### src/rtl/axi4_lite_master_adaptor_if.sv
// AXI4-Lite channel bundle between axi4_lite_master_adaptor (master modport) and an AXI4-Lite slave.
interface axi4_lite_master_adaptor_if #(
  parameter int ADDR_WIDTH = 32,
  parameter int DATA_WIDTH = 32
);
  logic [ADDR_WIDTH-1:0]   awaddr_out;
  logic [2:0]              awprot_out;
  logic                    awvalid_out;
  logic                    awready_in;
  logic [DATA_WIDTH-1:0]   wdata_out;
  logic [DATA_WIDTH/8-1:0] wstrb_out;
  logic                    wvalid_out;
  logic                    wready_in;
  logic [1:0]              bresp_in;
  logic                    bvalid_in;
  logic                    bready_out;
  logic [ADDR_WIDTH-1:0]   araddr_out;
  logic [2:0]              arprot_out;
  logic                    arvalid_out;
  logic                    arready_in;
  logic [DATA_WIDTH-1:0]   rdata_in;
  logic [1:0]              rresp_in;
  logic                    rvalid_in;
  logic                    rready_out;

  modport master (
    output awaddr_out, awprot_out, awvalid_out, input awready_in,
    output wdata_out, wstrb_out, wvalid_out, input wready_in,
    input bresp_in, bvalid_in, output bready_out,
    output araddr_out, arprot_out, arvalid_out, input arready_in,
    input rdata_in, rresp_in, rvalid_in, output rready_out
  );

  modport slave (
    input awaddr_out, awprot_out, awvalid_out, output awready_in,
    input wdata_out, wstrb_out, wvalid_out, output wready_in,
    output bresp_in, bvalid_in, input bready_out,
    input araddr_out, arprot_out, arvalid_out, output arready_in,
    output rdata_in, rresp_in, rvalid_in, input rready_out
  );
endinterface

### src/rtl/axi4_lite_master_adaptor.sv
// Single-outstanding AXI4-Lite master: one command in, one AXI transaction, one response out.
// Optional watchdog enabled by defining AXI4_LITE_MASTER_TIMEOUT_EN.
module axi4_lite_master_adaptor #(
  parameter int ADDR_WIDTH     = 32,
  parameter int DATA_WIDTH     = 32,
  parameter int TIMEOUT_CYCLES = 256
) (
  input  logic                       aclk,
  input  logic                       areset,
  input  logic                       cmd_valid_in,
  output logic                       cmd_ready_out,
  input  logic                       cmd_write_in,
  input  logic [ADDR_WIDTH-1:0]      cmd_addr_in,
  input  logic [DATA_WIDTH-1:0]      cmd_wdata_in,
  input  logic [DATA_WIDTH/8-1:0]    cmd_wstrb_in,
  input  logic [2:0]                 cmd_prot_in,
  output logic                       rsp_valid_out,
  input  logic                       rsp_ready_in,
  output logic                       rsp_write_out,
  output logic [DATA_WIDTH-1:0]      rsp_rdata_out,
  output logic [1:0]                 rsp_resp_out,
  output logic                       rsp_timeout_out,
  axi4_lite_master_adaptor_if.master axi
);

  if (ADDR_WIDTH != 32 || DATA_WIDTH != 32 || TIMEOUT_CYCLES < 2) begin : g_param_check
    $error("axi4_lite_master_adaptor: unsupported parameter set");
  end

  typedef enum logic [2:0] {IDLE, WR_REQ, WR_RESP, RD_REQ, RD_DATA, RSP} state_t;

  state_t                  state, state_next;
  logic                    aw_done, w_done;
  logic [ADDR_WIDTH-1:0]   addr_q;
  logic [DATA_WIDTH-1:0]   wdata_q;
  logic [DATA_WIDTH/8-1:0] wstrb_q;
  logic [2:0]              prot_q;
  logic                    cmd_fire, aw_fire, w_fire;
  logic                    timeout_hit, timeout_take;

  assign axi.awaddr_out = addr_q;
  assign axi.araddr_out = addr_q;
  assign axi.awprot_out = prot_q;
  assign axi.arprot_out = prot_q;
  assign axi.wdata_out  = wdata_q;
  assign axi.wstrb_out  = wstrb_q;

  assign cmd_fire = cmd_valid_in && cmd_ready_out;
  assign aw_fire  = axi.awvalid_out && axi.awready_in;
  assign w_fire   = axi.wvalid_out && axi.wready_in;

  // Valids come only from state and done flags, never from the matching ready.
  always_comb begin
    state_next      = state;
    cmd_ready_out   = 1'b0;
    axi.awvalid_out = 1'b0;
    axi.wvalid_out  = 1'b0;
    axi.bready_out  = 1'b0;
    axi.arvalid_out = 1'b0;
    axi.rready_out  = 1'b0;
    rsp_valid_out   = 1'b0;
    timeout_take    = 1'b0;
    case (state)
      IDLE: begin
        cmd_ready_out = !areset;
        if (cmd_valid_in && !areset) state_next = cmd_write_in ? WR_REQ : RD_REQ;
      end
      WR_REQ: begin
        axi.awvalid_out = !aw_done;
        axi.wvalid_out  = !w_done;
        if ((aw_done || axi.awready_in) && (w_done || axi.wready_in)) begin
          state_next = WR_RESP;
        end else if (timeout_hit) begin
          state_next   = RSP;
          timeout_take = 1'b1;
        end
      end
      WR_RESP: begin
        axi.bready_out = 1'b1;
        if (axi.bvalid_in) begin
          state_next = RSP;
        end else if (timeout_hit) begin
          state_next   = RSP;
          timeout_take = 1'b1;
        end
      end
      RD_REQ: begin
        axi.arvalid_out = 1'b1;
        if (axi.arready_in) begin
          state_next = RD_DATA;
        end else if (timeout_hit) begin
          state_next   = RSP;
          timeout_take = 1'b1;
        end
      end
      RD_DATA: begin
        axi.rready_out = 1'b1;
        if (axi.rvalid_in) begin
          state_next = RSP;
        end else if (timeout_hit) begin
          state_next   = RSP;
          timeout_take = 1'b1;
        end
      end
      RSP: begin
        rsp_valid_out = 1'b1;
        if (rsp_ready_in) state_next = IDLE;
      end
      default: state_next = IDLE;
    endcase
  end

  always_ff @(posedge aclk) begin
    if (areset) begin
      state         <= IDLE;
      aw_done       <= 1'b0;
      w_done        <= 1'b0;
      addr_q        <= '0;
      wdata_q       <= '0;
      wstrb_q       <= '0;
      prot_q        <= '0;
      rsp_write_out <= 1'b0;
      rsp_rdata_out <= '0;
      rsp_resp_out  <= 2'b00;
    end else begin
      state <= state_next;
      if (cmd_fire) begin
        addr_q        <= cmd_addr_in;
        wdata_q       <= cmd_wdata_in;
        wstrb_q       <= cmd_wstrb_in;
        prot_q        <= cmd_prot_in;
        rsp_write_out <= cmd_write_in;
        aw_done       <= 1'b0;
        w_done        <= 1'b0;
      end
      if (aw_fire) aw_done <= 1'b1;
      if (w_fire) w_done <= 1'b1;
      if (state == WR_RESP && axi.bvalid_in) begin
        rsp_resp_out  <= axi.bresp_in;
        rsp_rdata_out <= '0;
      end
      if (state == RD_DATA && axi.rvalid_in) begin
        rsp_resp_out  <= axi.rresp_in;
        rsp_rdata_out <= axi.rdata_in;
      end
      if (timeout_take) begin
        rsp_resp_out  <= 2'b10;
        rsp_rdata_out <= '0;
      end
    end
  end

`ifdef AXI4_LITE_MASTER_TIMEOUT_EN
  localparam int CW = $clog2(TIMEOUT_CYCLES + 1);
  localparam logic [CW-1:0] LIMIT = CW'(TIMEOUT_CYCLES - 1);

  logic [CW-1:0] wait_count;
  logic          timeout_q;

  // Counter is zero in the first cycle of a request state, so the limit is hit after TIMEOUT_CYCLES cycles.
  always_ff @(posedge aclk) begin
    if (areset || state == IDLE) begin
      wait_count <= '0;
    end else if (state != RSP) begin
      wait_count <= wait_count + CW'(1);
    end
  end

  always_ff @(posedge aclk) begin
    if (areset || cmd_fire) begin
      timeout_q <= 1'b0;
    end else if (timeout_take) begin
      timeout_q <= 1'b1;
    end
  end

  assign timeout_hit     = (state != IDLE) && (state != RSP) && (wait_count == LIMIT);
  assign rsp_timeout_out = timeout_q;
`else
  assign timeout_hit     = 1'b0;
  assign rsp_timeout_out = 1'b0;
`endif

endmodule
### src/flat_wrapper.sv
// flat-port wrapper written by rule: the top's interface ports become plain ports
module axi4_lite_master_adaptor_flat 
#(
  parameter int ADDR_WIDTH     = 32,
  parameter int DATA_WIDTH     = 32,
  parameter int TIMEOUT_CYCLES = 256
)
  (aclk, areset, cmd_valid_in, cmd_ready_out, cmd_write_in, cmd_addr_in, cmd_wdata_in, cmd_wstrb_in, cmd_prot_in, rsp_valid_out, rsp_ready_in, rsp_write_out, rsp_rdata_out, rsp_resp_out, rsp_timeout_out, axi_awaddr_out, axi_awprot_out, axi_awvalid_out, axi_awready_in, axi_wdata_out, axi_wstrb_out, axi_wvalid_out, axi_wready_in, axi_bresp_in, axi_bvalid_in, axi_bready_out, axi_araddr_out, axi_arprot_out, axi_arvalid_out, axi_arready_in, axi_rdata_in, axi_rresp_in, axi_rvalid_in, axi_rready_out);
  axi4_lite_master_adaptor_if #(.ADDR_WIDTH(ADDR_WIDTH), .DATA_WIDTH(DATA_WIDTH)) axi_i ();
  input  logic aclk;
  input  logic areset;
  input  logic cmd_valid_in;
  output logic cmd_ready_out;
  input  logic cmd_write_in;
  input  logic [ADDR_WIDTH-1:0] cmd_addr_in;
  input  logic [DATA_WIDTH-1:0] cmd_wdata_in;
  input  logic [DATA_WIDTH/8-1:0] cmd_wstrb_in;
  input  logic [2:0] cmd_prot_in;
  output logic rsp_valid_out;
  input  logic rsp_ready_in;
  output logic rsp_write_out;
  output logic [DATA_WIDTH-1:0] rsp_rdata_out;
  output logic [1:0] rsp_resp_out;
  output logic rsp_timeout_out;
  output wire logic [$bits(axi_i.awaddr_out)-1:0] axi_awaddr_out;
  output wire logic [$bits(axi_i.awprot_out)-1:0] axi_awprot_out;
  output wire logic [$bits(axi_i.awvalid_out)-1:0] axi_awvalid_out;
  input wire logic [$bits(axi_i.awready_in)-1:0] axi_awready_in;
  output wire logic [$bits(axi_i.wdata_out)-1:0] axi_wdata_out;
  output wire logic [$bits(axi_i.wstrb_out)-1:0] axi_wstrb_out;
  output wire logic [$bits(axi_i.wvalid_out)-1:0] axi_wvalid_out;
  input wire logic [$bits(axi_i.wready_in)-1:0] axi_wready_in;
  input wire logic [$bits(axi_i.bresp_in)-1:0] axi_bresp_in;
  input wire logic [$bits(axi_i.bvalid_in)-1:0] axi_bvalid_in;
  output wire logic [$bits(axi_i.bready_out)-1:0] axi_bready_out;
  output wire logic [$bits(axi_i.araddr_out)-1:0] axi_araddr_out;
  output wire logic [$bits(axi_i.arprot_out)-1:0] axi_arprot_out;
  output wire logic [$bits(axi_i.arvalid_out)-1:0] axi_arvalid_out;
  input wire logic [$bits(axi_i.arready_in)-1:0] axi_arready_in;
  input wire logic [$bits(axi_i.rdata_in)-1:0] axi_rdata_in;
  input wire logic [$bits(axi_i.rresp_in)-1:0] axi_rresp_in;
  input wire logic [$bits(axi_i.rvalid_in)-1:0] axi_rvalid_in;
  output wire logic [$bits(axi_i.rready_out)-1:0] axi_rready_out;
  assign axi_awaddr_out = axi_i.awaddr_out;
  assign axi_awprot_out = axi_i.awprot_out;
  assign axi_awvalid_out = axi_i.awvalid_out;
  assign axi_i.awready_in = axi_awready_in;
  assign axi_wdata_out = axi_i.wdata_out;
  assign axi_wstrb_out = axi_i.wstrb_out;
  assign axi_wvalid_out = axi_i.wvalid_out;
  assign axi_i.wready_in = axi_wready_in;
  assign axi_i.bresp_in = axi_bresp_in;
  assign axi_i.bvalid_in = axi_bvalid_in;
  assign axi_bready_out = axi_i.bready_out;
  assign axi_araddr_out = axi_i.araddr_out;
  assign axi_arprot_out = axi_i.arprot_out;
  assign axi_arvalid_out = axi_i.arvalid_out;
  assign axi_i.arready_in = axi_arready_in;
  assign axi_i.rdata_in = axi_rdata_in;
  assign axi_i.rresp_in = axi_rresp_in;
  assign axi_i.rvalid_in = axi_rvalid_in;
  assign axi_rready_out = axi_i.rready_out;
  axi4_lite_master_adaptor #(.ADDR_WIDTH(ADDR_WIDTH), .DATA_WIDTH(DATA_WIDTH), .TIMEOUT_CYCLES(TIMEOUT_CYCLES)) u_core (.aclk(aclk), .areset(areset), .cmd_valid_in(cmd_valid_in), .cmd_ready_out(cmd_ready_out), .cmd_write_in(cmd_write_in), .cmd_addr_in(cmd_addr_in), .cmd_wdata_in(cmd_wdata_in), .cmd_wstrb_in(cmd_wstrb_in), .cmd_prot_in(cmd_prot_in), .rsp_valid_out(rsp_valid_out), .rsp_ready_in(rsp_ready_in), .rsp_write_out(rsp_write_out), .rsp_rdata_out(rsp_rdata_out), .rsp_resp_out(rsp_resp_out), .rsp_timeout_out(rsp_timeout_out), .axi(axi_i));
endmodule
### config.mk
export PLATFORM = sky130hd
export DESIGN_NAME = axi4_lite_master_adaptor_flat
export DESIGN_NICKNAME = d
export VERILOG_FILES = /design/src/rtl/axi4_lite_master_adaptor_if.sv /design/src/rtl/axi4_lite_master_adaptor.sv /design/src/flat_wrapper.sv
export SDC_FILE = /design/constraint.sdc
export NUM_CORES = 1
export LEC_CHECK = 0
export ABC_AREA = 0
export BUFFER_PORTS_ARGS = -buffer_cell sky130_fd_sc_hd__buf_4
export CORE_AREA = 2 2 104 106
export CTS_BUF_LIST = sky130_fd_sc_hd__clkbuf_16
export DETAILED_ROUTE_END_ITERATION = 10
export DIE_AREA = 0 0 106 108
export GPL_TIMING_DRIVEN = 0
export PLACE_DENSITY = 0.79
export SYNTH_ARGS = -nofsm -noshare
export SYNTH_HDL_FRONTEND = slang
export SYNTH_SLANG_ARGS = --single-unit
### constraint.sdc
create_clock -name aclk -period 3.6 [get_ports aclk]
set_input_delay 0.72 -clock aclk [delete_from_list [all_inputs] [get_ports aclk]]
set_output_delay 0.72 -clock aclk [all_outputs]
set_load 0.1 [all_outputs]
==> results.toml <==
[run_status]
status = "complete, no violations"

[timing]
drv_slew = 0
fmax_mhz = 414
final_min_period_over_clock_period_pct = 67.1
slew_headroom_pct = 60.5
final-setup-viol-count = 0
tns_ns = 0
timing.final.hold_violations = 0
rsz0062_at_grt = "false"
finalCriticalPeriod_ns = 2.42
worst_pin_slew_ns = 0.593
finClkSkew_ns = 0.00291

[logic_synthesis]
ys_top_cells_by_count = "nand2_1, dfxtp_1, nand3b_1, buf_4, nor2_1"
synth_most_common_cell = "nand2_1"
yosysUniqueCellTypes = 32
synthesis.area_sq_um = 4460
ys.flop_type = "dfxtp_1"
synth_warnings = 0
synth_area_leaders = "dfxtp_1, nand2_1, nand3b_1, buf_4, a22oi_1"
synth-edff-count = 0
yosysTopAreaCellShare_pct = 49.9
ys_ff_latch = 111
syn_nets = 630
avgSynthCellArea_sq_um = 8.69
yosys.area.top_type = "dfxtp_1"
syn_inst = 513
seq_area_frac_synth_pct = 49.9
async_flop_share_pct = 0

[floorplan]
num_rows = 37
placeableCoreArea_sq_um = 10200
die_h_um = 108
pin_count = 266
die_area_sq_um = 11400
initial_core_util_pct = 43.6
die_w_um = 106

[layout]
seq_area_sq_um = 2220
syn_to_final_growth_pct = 55.1
fill_cells = 834
fin_nets = 905
multi_input_area_sq_um = 1760
diodes = 0
drive_above_1_share_pct = 43.1

[drt]
drt-vias-per-instance = 4.88
vias = 4534
wl_per_cell_um = 14.5
drt_wl_total_um = 13400
dr.pass1.iters = 5
first_iter_violations = 242
ant_nets = 0
drc = 0

[clock_network]
post_cts_resized = 0
cts_setup_buffers = 0
cts_max_level = 3
cts_hold_buffers = 0
clk_path_buf_depth = 2
cts_sinks = 111
clkTransAtPathRegs_ns = 0.07
tritoncts = "built"
cts_buffers = 9
clkLatencyLatePin_ns = 0.33
cts_root_buf = "clkbuf_16"

[run]
max_cap_violations = 0

[grt]
globalRouteTotalUtil_pct = 22.7
grt_pass1_vias = 4229
antenna_found_initial = 0
grt_max_degree = 17
grt_first_pass_wirelength_um = 20600
overflow = 0

[pwr]
leakage_nw = 3.56
p_per_area_nw_per_um2 = 941
peakVddDrop_uv = 582
total_power_mw = 6.50

[min_path]
hold_path.class = "flip-flop to flip-flop"
hp-start = "u_core.axi.wdata_out[30]"
whs_path_depth = 2

[setup_path]
rr_worst_depth = 7
path_class = "flip-flop to output port"
r2r-start = "u_core.state[0]"
arrival_ns = 1.70
critPathCaptureType = "output port"
path_max_fanout = 10
start_kind = "flip-flop"
crit_required_ns = 2.88
crit_start = "u_core.state[0]"

[placed_design]
gp_congestion = 0.825
hpwlAfterDp_um = 10300
io_buffer_count = 264
-- flip-flops by register name, indices dropped and copies added (netlist names) --
signal	count
u_core.axi.wstrb_out	4
u_core.rsp_rdata_out	32
u_core.state	3
u_core.w_done	1
u_core.axi.araddr_out	32
u_core.rsp_resp_out	2
u_core.rsp_write_out	1
u_core.axi.arprot_out	3
u_core.aw_done	1
u_core.axi.wdata_out	32
-- final timing paths --
| path | endpoint | slack, ns |
|---|---|---|
| max | axi_awvalid_out | 1.18 |
| min reg2reg | u_core.axi.wdata_out[30] | 0.48 |
| max reg2reg | u_core.axi.wdata_out[2] | 1.96 |
| min | u_core.axi.wdata_out[30] | 0.48 |
-- per-stage QoR --
step / cell area (sq um) / setup slack [ns] / util [%] / cells / hold WS [ns]
after CTS: 6910 / 1.17 / 67.6 / 929 / 0.477
after detailed placement: 6610 / 1.40 / 64.6 / 913 / 0.463
after floorplan: 4460 / 0.362 / - / 513 / 0.489
after global placement: 6610 / 1.44 / 64.6 / 913 / 0.461
final: 6910 / 1.18 / 67.6 / 929 / 0.475
after global routing: 6910 / 1.11 / 67.6 / 929 / 0.497
-- metal layers --
layer,track usage [%],part of all wire (%),vias up
li1,-,-,2211
met1,25.8,39,2148
met2,41.6,53,164
met3,6.93,7.3,11
met4,5.92,1.0,0
met5,0,0,-
-- cells by family (layout without fill, tap and decap cells) --
group                  after synthesis  in the layout  synth area share, %
AOI/OAI and AO/OA                   47             47                 8.39
DFF                                111            111                 49.9
and+or+nand+nor                    279            279                 31.0
buffers and inverters               75            355                 10.7
other                                1              1               0.0841
-- placed cells by master, fill, tap and decap left out, types with 2 or more instances in the layout --
cell type	instances
buf_4	312
nand2_1	150
dfxtp_1	111
nand3b_1	73
nor2_1	40
a22oi_1	34
clkbuf_1	13
buf_2	12
clkbuf_16	9
inv_1	4
nand2b_1	3
and2_1	2
a211oi_1	2
a21oi_1	2
nand3_1	2
and3b_1	2
bufinv_16	2
clkinv_1	2
-- critical path, cell delays in order (launching register included) --
cell and delay [ns]:
dfxtp_1 0.31, buf_4 0.16, or3b_4 0.41, nor2_1 0.16, buf_4 0.32
-- cell type report --
| cell class | instances | area share [%] |
|---|---|---|
| tap | 136 | 2.46 |
| buffer | 73 | 6.79 |
| clock buffer | 9 | 3.26 |
| sequential | 111 | 32.1 |
| inverter | 2 | 0.109 |
| timing repair buffer | 264 | 28.7 |
| multi-input combinational | 327 | 25.4 |
| clock inverter | 7 | 1.16 |
-- report_power, final --
group / switching [mW] / internal (mW) / leakage, nW
combinational: 3.00 / 0.851 / 2.49
clock: 0.417 / 0.599 / 0.157
sequential: 0.171 / 1.46 / 0.907
total: 3.59 / 2.92 / 3.56
(Power assumes the default switching activity.)
